`config.mk`:
```
export PLATFORM = sky130hd
export DESIGN_NAME = mem_burst
export DESIGN_NICKNAME = d
export VERILOG_FILES = /design/src/rtl/mem_burst.sv
export SDC_FILE = /design/constraint.sdc
export NUM_CORES = 1
export LEC_CHECK = 0
export BUFFER_PORTS_ARGS = -buffer_cell sky130_fd_sc_hd__buf_2
export CORE_ASPECT_RATIO = 0.5
export CORE_MARGIN = 3
export CORE_UTILIZATION = 58
export CTS_CLUSTER_DIAMETER = 150
export DETAILED_ROUTE_END_ITERATION = 8
export PLACE_DENSITY = 0.75
export SKIP_LAST_GASP = 1
export SYNTH_ARGS = -nofsm -noshare
export SYNTH_HDL_FRONTEND = slang
export SYNTH_SLANG_ARGS = --single-unit
```
`constraint.sdc`:
```
create_clock -name clk -period 2.7 [get_ports clk]
set_input_delay 0.54 -clock clk [delete_from_list [all_inputs] [get_ports clk]]
set_output_delay 0.54 -clock clk [all_outputs]
set_load 0.005 [all_outputs]
```
`src/rtl/mem_burst.sv`:
```
// Parametrised single-port memory with single and wrapping burst read/write.
// Registered read data with valid strobe; busy/done/err status for sequencing.
module mem_burst #(
    parameter int DATA_W = 5,
    parameter int ADDR_W = 5,
    parameter int DEPTH  = 32
) (
    input  logic              clk,
    input  logic              rst,
    input  logic              en,
    input  logic [1:0]        mode,
    input  logic [ADDR_W-1:0] address,
    input  logic [ADDR_W-1:0] len,
    input  logic [DATA_W-1:0] data_in,
    output logic [DATA_W-1:0] data_out,
    output logic              out_valid,
    output logic              busy,
    output logic              done,
    output logic              err
);

    localparam int IDX_W = (DEPTH > 1) ? $clog2(DEPTH) : 1;

    typedef enum logic [1:0] {
        IDLE,
        BWR,
        BRD
    } state_t;

    state_t              state_q, state_d;
    logic [ADDR_W-1:0]   ptr_q, ptr_d;
    logic [ADDR_W-1:0]   rem_q, rem_d;
    logic [DATA_W-1:0]   mem_q [DEPTH];
    logic [DATA_W-1:0]   mem_d [DEPTH];
    logic [DATA_W-1:0]   data_out_q, data_out_d;
    logic                out_valid_q, out_valid_d;
    logic                done_q, done_d;
    logic                err_q, err_d;
    logic                in_range;
    logic [IDX_W-1:0]    addr_idx;
    logic [IDX_W-1:0]    ptr_idx;

    // Pointer wraps at DEPTH, not at the address-width boundary
    function automatic logic [ADDR_W-1:0] wrap_inc(input logic [ADDR_W-1:0] a);
        return (a == ADDR_W'(DEPTH - 1)) ? '0 : a + ADDR_W'(1);
    endfunction

    assign in_range = ({1'b0, address} < (ADDR_W + 1)'(DEPTH));
    assign addr_idx = address[IDX_W-1:0];
    assign ptr_idx  = ptr_q[IDX_W-1:0];

    always_comb begin
        state_d     = state_q;
        ptr_d       = ptr_q;
        rem_d       = rem_q;
        mem_d       = mem_q;
        data_out_d  = data_out_q;
        out_valid_d = 1'b0;
        done_d      = 1'b0;
        err_d       = 1'b0;
        unique case (state_q)
            IDLE: begin
                if (en) begin
                    if (!in_range) begin
                        err_d = 1'b1;
                    end else begin
                        if (mode[0]) begin
                            data_out_d  = mem_q[addr_idx];
                            out_valid_d = 1'b1;
                        end else begin
                            mem_d[addr_idx] = data_in;
                        end
                        if (!mode[1] || len == '0) begin
                            done_d = 1'b1;
                        end else begin
                            state_d = mode[0] ? BRD : BWR;
                            ptr_d   = wrap_inc(address);
                            rem_d   = len;
                        end
                    end
                end
            end
            BWR, BRD: begin
                if (state_q == BRD) begin
                    data_out_d  = mem_q[ptr_idx];
                    out_valid_d = 1'b1;
                end else begin
                    mem_d[ptr_idx] = data_in;
                end
                ptr_d = wrap_inc(ptr_q);
                // rem_q counts beats still to run, including this one
                if (rem_q == ADDR_W'(1)) begin
                    done_d  = 1'b1;
                    state_d = IDLE;
                end else begin
                    rem_d = rem_q - ADDR_W'(1);
                end
            end
            default: state_d = IDLE;
        endcase
    end

    always_ff @(posedge clk) begin
        if (!rst) begin
            state_q     <= IDLE;
            ptr_q       <= '0;
            rem_q       <= '0;
            mem_q       <= '{default: '0};
            data_out_q  <= '0;
            out_valid_q <= 1'b0;
            done_q      <= 1'b0;
            err_q       <= 1'b0;
        end else begin
            state_q     <= state_d;
            ptr_q       <= ptr_d;
            rem_q       <= rem_d;
            mem_q       <= mem_d;
            data_out_q  <= data_out_d;
            out_valid_q <= out_valid_d;
            done_q      <= done_d;
            err_q       <= err_d;
        end
    end

    assign data_out  = data_out_q;
    assign out_valid = out_valid_q;
    assign busy      = (state_q != IDLE);
    assign done      = done_q;
    assign err       = err_q;

endmodule

```
* Yosys cells after proc, flatten, opt, wreduce, memory -nomap -nowiden *
Cells that the tools add are included.

storage, ports and cells
  output and inout bits = 9
  flip-flop bits (word level) = 179
  logic and storage cells = 116
  input bits = 20

cells by class
  bitwise gates (word level) = 2
  reductions and logical operators = 14
  eq/ne operators = 13
  $add $sub $neg = 3
  multiplexer cells = 42
  magnitude comparators = 4

operators with widths
  operator                                              number
  two-way mux 160 bit                                   3
  bitwise mux 160 bit                                   2
  one-hot mux 160 bit (2 select lines)                  1
  two-way mux 5 bit                                     16
  binary-select mux 5 bit (select 5 bit)                2
  demux 5 bit (select 5 bit)                            2
  one-hot mux 5 bit (2 select lines)                    3
  != test 2 bit (second input constant)                 8
  >= comparator 6 bit (second input constant)           2
  < comparator 6 x 1 -> 1 bit (second input constant)   2
  NOT 5 -> 6 bit                                        2
  AND reduction 4 bit                                   3
  adder 5 x 1 -> 5 bit (second input constant)          2
  equality test 5 bit (second input constant)           2
  two-way mux 2 bit                                     4
  two-way mux 1 bit                                     6
  AND reduction 3 bit                                   2
  equality test 5 x 1 -> 1 bit (second input constant)  1
  logical NOT 5 bit                                     1
  subtractor 5 x 1 -> 5 bit (second input constant)     1
  one-hot mux 1 bit (2 select lines)                    2
  one-hot mux 2 bit (2 select lines)                    1
  nonzero test 2 bit                                    2
  equality test 2 x 1 -> 1 bit (second input constant)  1
  6 further kinds                                       7

* Logic depth before layout (Yosys ltp) *
  depth in word-level cells = 9
  gate-level depth with buffers = 11
  mapped depth without buffers = 7

* Worst setup path before layout *
Ideal clock, no wire load.

  kind = input -> register
  start = in address[1]
  end = reg data_out_q[0] (netlist: data_out[0])
  required time = 2.583 ns
  path buffers = 2
  cell stages on the path = 7
  setup time = 0.117 ns
  setup slack = 0.414 ns
  arrival = 2.168 ns
  path through = clkbuf_1 clkbuf_1 mux4_2 nor2b_1 a2111oi_0 nand4_1 a32o_1

between the ends
  longest elaborated chain between the ends = 7

RTL lines
  what                                                   RTL line  RTL
  from (decl)                                            12        input logic [ADDR_W-1:0] address,
  NOT 5 -> 6 bit (not written as such)                   68        data_out_d = mem_q[addr_idx];
  binary-select mux 5 bit (select 5 bit)                 68
  two-way mux 5 bit (not written as such) (2 in series)  68
  two-way mux 5 bit                                      67        if (mode[0]) begin
  two-way mux 5 bit                                      63        if (en) begin
  one-hot mux 5 bit (2 select lines)                     61        unique case (state_q)
  to (signal assigned)                                   118       data_out_q <= data_out_d;
  to (decl)                                              35        logic [DATA_W-1:0] data_out_q, data_out_d;

No other way between the ends. The select of a mux whose other input is x is not followed.
A chain may end at the register's enable or synchronous reset.

* Final worst setup path *
  start = reg state_q[0]
  end = reg mem_q[148] (netlist bit)

between the ends
  longest elaborated chain between the ends = 4
  elaborated cells between the ends (all ways) = 10
  classes of those cells = eq/ne: 5; mux: 1; reduce/logical: 4

RTL lines
  what                                                                        RTL line  RTL
  from (decl)                                                                 30        state_t state_q, state_d;
  from (signal assigned)                                                      114       state_q <= state_d;
  equality test 2 bit / equality test 2 x 1 -> 1 bit (equally long branches)  61, 84
  OR reduction 2 bit                                                          61
  != test 2 bit (no line) / nonzero test 2 bit (equally long branches)        --
  AND reduction 4 bit (no line)                                               --
  to (signal assigned)                                                        117       mem_q <= mem_d;
  to (decl)                                                                   33        logic [DATA_W-1:0] mem_q [DEPTH];

Parallel ways exist; a longest one is shown, timed or not.

==> run_results.csv <==
group,metric,value,unit
clock_tree,cts_sinks,179,
power_and_ir_drop,power_density,570.6,nW/um^2
finish,num_antenna_cells,0,
clock_tree,cts-root-buf,"clkbuf_16",
floorplan,die_w,192.7,um
finish,mostFrequentLayoutCells,"mux2i_1 (221), nor2_1 (182), dfxtp_1 (177), buf_4 (54), nand2_1 (48)",
global_route,grt_pass1_wl,49010,um
finish,fillers,1367,
timing,timing.fmax,391.7,MHz
outcome,status,"complete, no violations",
critical_path,crit_family,"buffers and inverters",
clock_tree,path_clk_slew,0.07,ns
logic_synthesis,synthesis.area,10110,sq um
job,max-cap-violations,0,
critical_path,required,3.00,ns
logic_synthesis,ys_warn_count,0,
min_path,min_path_cells,2,
power_and_ir_drop,power_switching,1.832,mW
finish,areaGrowthSynthToFinish,11.60,%
route,route.detailed.drc,0,
finish,final-seq-area,3588,sq um
floorplan,core_area,16720,sq um
power_and_ir_drop,sequentialPowerShare,43.3,%
timing,holdWs,0.3972,ns
global_route,antenna_found_initial,1,
logic_synthesis,synth_cells,1037,
logic_synthesis,yosysSeqAreaShare,35.43,%
finish,drive_gt1_share,17.40,%
clock_tree,numCtsBuffers,17,
timing,post-route-period-util,94.55,%
floorplan,dieArea,19150,sq um
clock_tree,clock_latency,0.45,ns
place,place_inst,1265,
logic_synthesis,synth_nets,1073,
timing,setup_viol,0,
finish,multi_input_area,6102,sq um
place,port_buffers,27,
critical_path,r2r_setup_slack,0.15,ns
critical_path,r2r-end,"mem_q[148]",
place,gp_congestion,1.065,
global_route,track_usage,33.99,%
route,wirelength,31840,um
timing,hold_viol_final,0,
critical_path,setup.worst_path.class,"reg2reg",
route,ant_nets,0,
critical_path,cpPeakStageDelay,0.50,ns
power_and_ir_drop,ir_drop,0.5156,mV
floorplan,start_util,60.48,%
logic_synthesis,synth-async-reset-ratio,0,%
timing,finalMaxSlewViolations,0,
power_and_ir_drop,p_clk_share,39.7,%
clock_tree,clk_path_buf_depth,2,
min_path,hold_class,"in2reg",
min_path,holdCritStartpoint,"rst",
finish,final_common_cell,"mux2i_1",
finish,instances_no_fill,1296,
clock_tree,htreeDepth,4,
timing,rsz0062_at_grt,"false",
floorplan,rows,33,
logic_synthesis,ys.flop_type,"dfxtp_1",
global_route,grt_max_degree,171,
logic_synthesis,synth_seq_cells,179,
critical_path,crit_fanout,32,
route,drt-initial-drc-count,1104,
route,wl_per_cell,24.57,um
floorplan,die_h,99.38,um
critical_path,crit_chain,"inv_1, ha_2, buf_4, nand2b_1, a21oi_2, buf_6, nand2_1, mux2i_1, nor2_1",
critical_path,crit_arrival,2.85,ns
place,dp_hpwl,22570,um
critical_path,crit_path_end_kind,"register",
logic_synthesis,syn_area_per_cell,9.753,sq um
power_and_ir_drop,switching_share,28.45,%
global_route,grt_pass1_vias,8203,
power_and_ir_drop,p_leak,5.252,nW
critical_path,critPathBufInv,3,
logic_synthesis,synth_enable_flop_cells,0,
global_route,grt_overflow,0,
critical_path,rr_worst_depth,9,
route,num_vias,8666,
timing,skew,0.008742,ns
route,vias_per_cell,6.687,
critical_path,crit_path_top_delay_cell,"ha_2",
min_path,min_to,"rem_q[3]",
finish,nNetsFinal,1093,
route,dr.pass1.iters,5,
timing,period_minus_slack,2.553,ns
critical_path,reg2reg_from,"state_q[0]",
timing,slew_headroom,44.43,%
floorplan,io_pins,29,
timing,tightest_slew,0.8335,ns
logic_synthesis,synth_cell_type_count,65,
power_and_ir_drop,internal_power,4.608,mW
critical_path,worst_setup_path_start_kind,"register",
power_and_ir_drop,pwr-share-comb,16.9,%
clock_tree,cts_tree,"yes",
[registers in the layout, summed over array words and instances (netlist names)]
register and cells:
out_valid 1, mem_q 160, done 1, data_out 5
state_q 2, ptr_idx 5, rem_q 5
[cells by family (layout without fill, tap and decap cells)]
group	after synthesis	after routing	synth area share, %
and+or+nand+nor	328	328	14.88
AOI/OAI and AO/OA	131	131	8.895
other	1	1	0.03708
buffers and inverters	101	133	4.404
muxes	279	279	34.20
xor gates and xnor gates	2	2	0.1732
adders and majority gates	16	16	1.979
DFF	179	179	35.43
[metrics by stage]
step / setup slack, ns / setup TNS, ns / util (%) / power [mW] / instance area, sq um
3_5_place_dp: -0.08854 / -0.7010 / 63.89 / 3.889 / 10680
3_3_place_gp: -0.05752 / -0.1501 / 63.89 / 3.866 / 10680
5_1_grt: 0.03059 / 0 / 67.50 / 6.634 / 11290
6_report: 0.1471 / 0 / 67.50 / 6.440 / 11290
4_1_cts: 0.09792 / 0 / 67.44 / 6.412 / 11280
2_1_floorplan: 0.4142 / 0 / - / 3.521 / 10110
[timing repair]
item | 4_1_cts | 5_1_grt
resized for setup | 3 | 3
buffers inserted | 0 | 0
hold buffers | 0 | 0
endpoints found under the setup margin | 14 | 84
[routing by layer]
metal	global-route usage, %	wire (um)	part of all wire [%]	up-vias
met3	11.51	4250	13	56
li1	-	-	-	3828
met5	0	13	0.041	-
met4	7.662	557	1.7	2
met2	47.59	13220	42	499
met1	50.63	13800	43	4281
[cells in the mapped netlist (4+ instances only)]
library cell    n  share of area [%]
buf_2          13               0.64
nand2b_1       14               0.87
a32o_1          5               0.49
o22ai_1        47                2.9
or3b_2          6               0.52
nor4_1          6               0.37
a21oi_1        18               0.89
nand2_1        51                1.9
nor2b_1         6               0.37
o211ai_1        4               0.30
mux4_2         46                 10
nor2_1        182                6.8
and2_1          5               0.31
buf_1           7               0.26
o21ai_0        12               0.59
nand3_1         9               0.45
nor3b_1         7               0.52
o32ai_1         5               0.43
inv_1          11               0.41
mux4_1          5                1.3
mux2_2          7               0.78
clkbuf_1       60                2.2
a211oi_1        7               0.52
nand3b_1        9               0.67
ha_1           16                2.0
mux2i_1       221                 22
dfxtp_1       179                 35
nor3_1         15               0.74
[cell type report]
cell class	count	share of cell area, %
Clock buffer	23	4.057
Clock inverter	8	1.131
Timing Repair Buffer	88	5.953
Inverter	14	0.4877
Multi-Input combinational cell	757	54.06
Tap cell	227	2.516
Sequential cell	179	31.79
[power groups by stage]
stage | clock network [mW] | logic (mW) | registers (mW)
2_1_floorplan | 0 | 0.739 | 2.78
3_3_place_gp | 0 | 1.02 | 2.84
3_5_place_dp | 0 | 1.04 | 2.85
4_1_cts | 2.57 | 1.05 | 2.79
5_1_grt | 2.69 | 1.15 | 2.80
6_report | 2.56 | 1.09 | 2.79
[how the worst max path moves through the flow]
stage	start	to	slack, ns	depth (start not counted)
floorplan	address[1]	data_out[0]	0.41	7
global placement	address[0]	data_out[1]	-0.06	7
detailed placement	state_q[0]	mem_q[136]	-0.09	9
CTS	state_q[0]	mem_q[148]	0.1	9
global route	state_q[0]	mem_q[121]	0.03	9
finish	state_q[0]	mem_q[148]	0.15	9
Note: power is estimated with default switching activity, not from simulation.
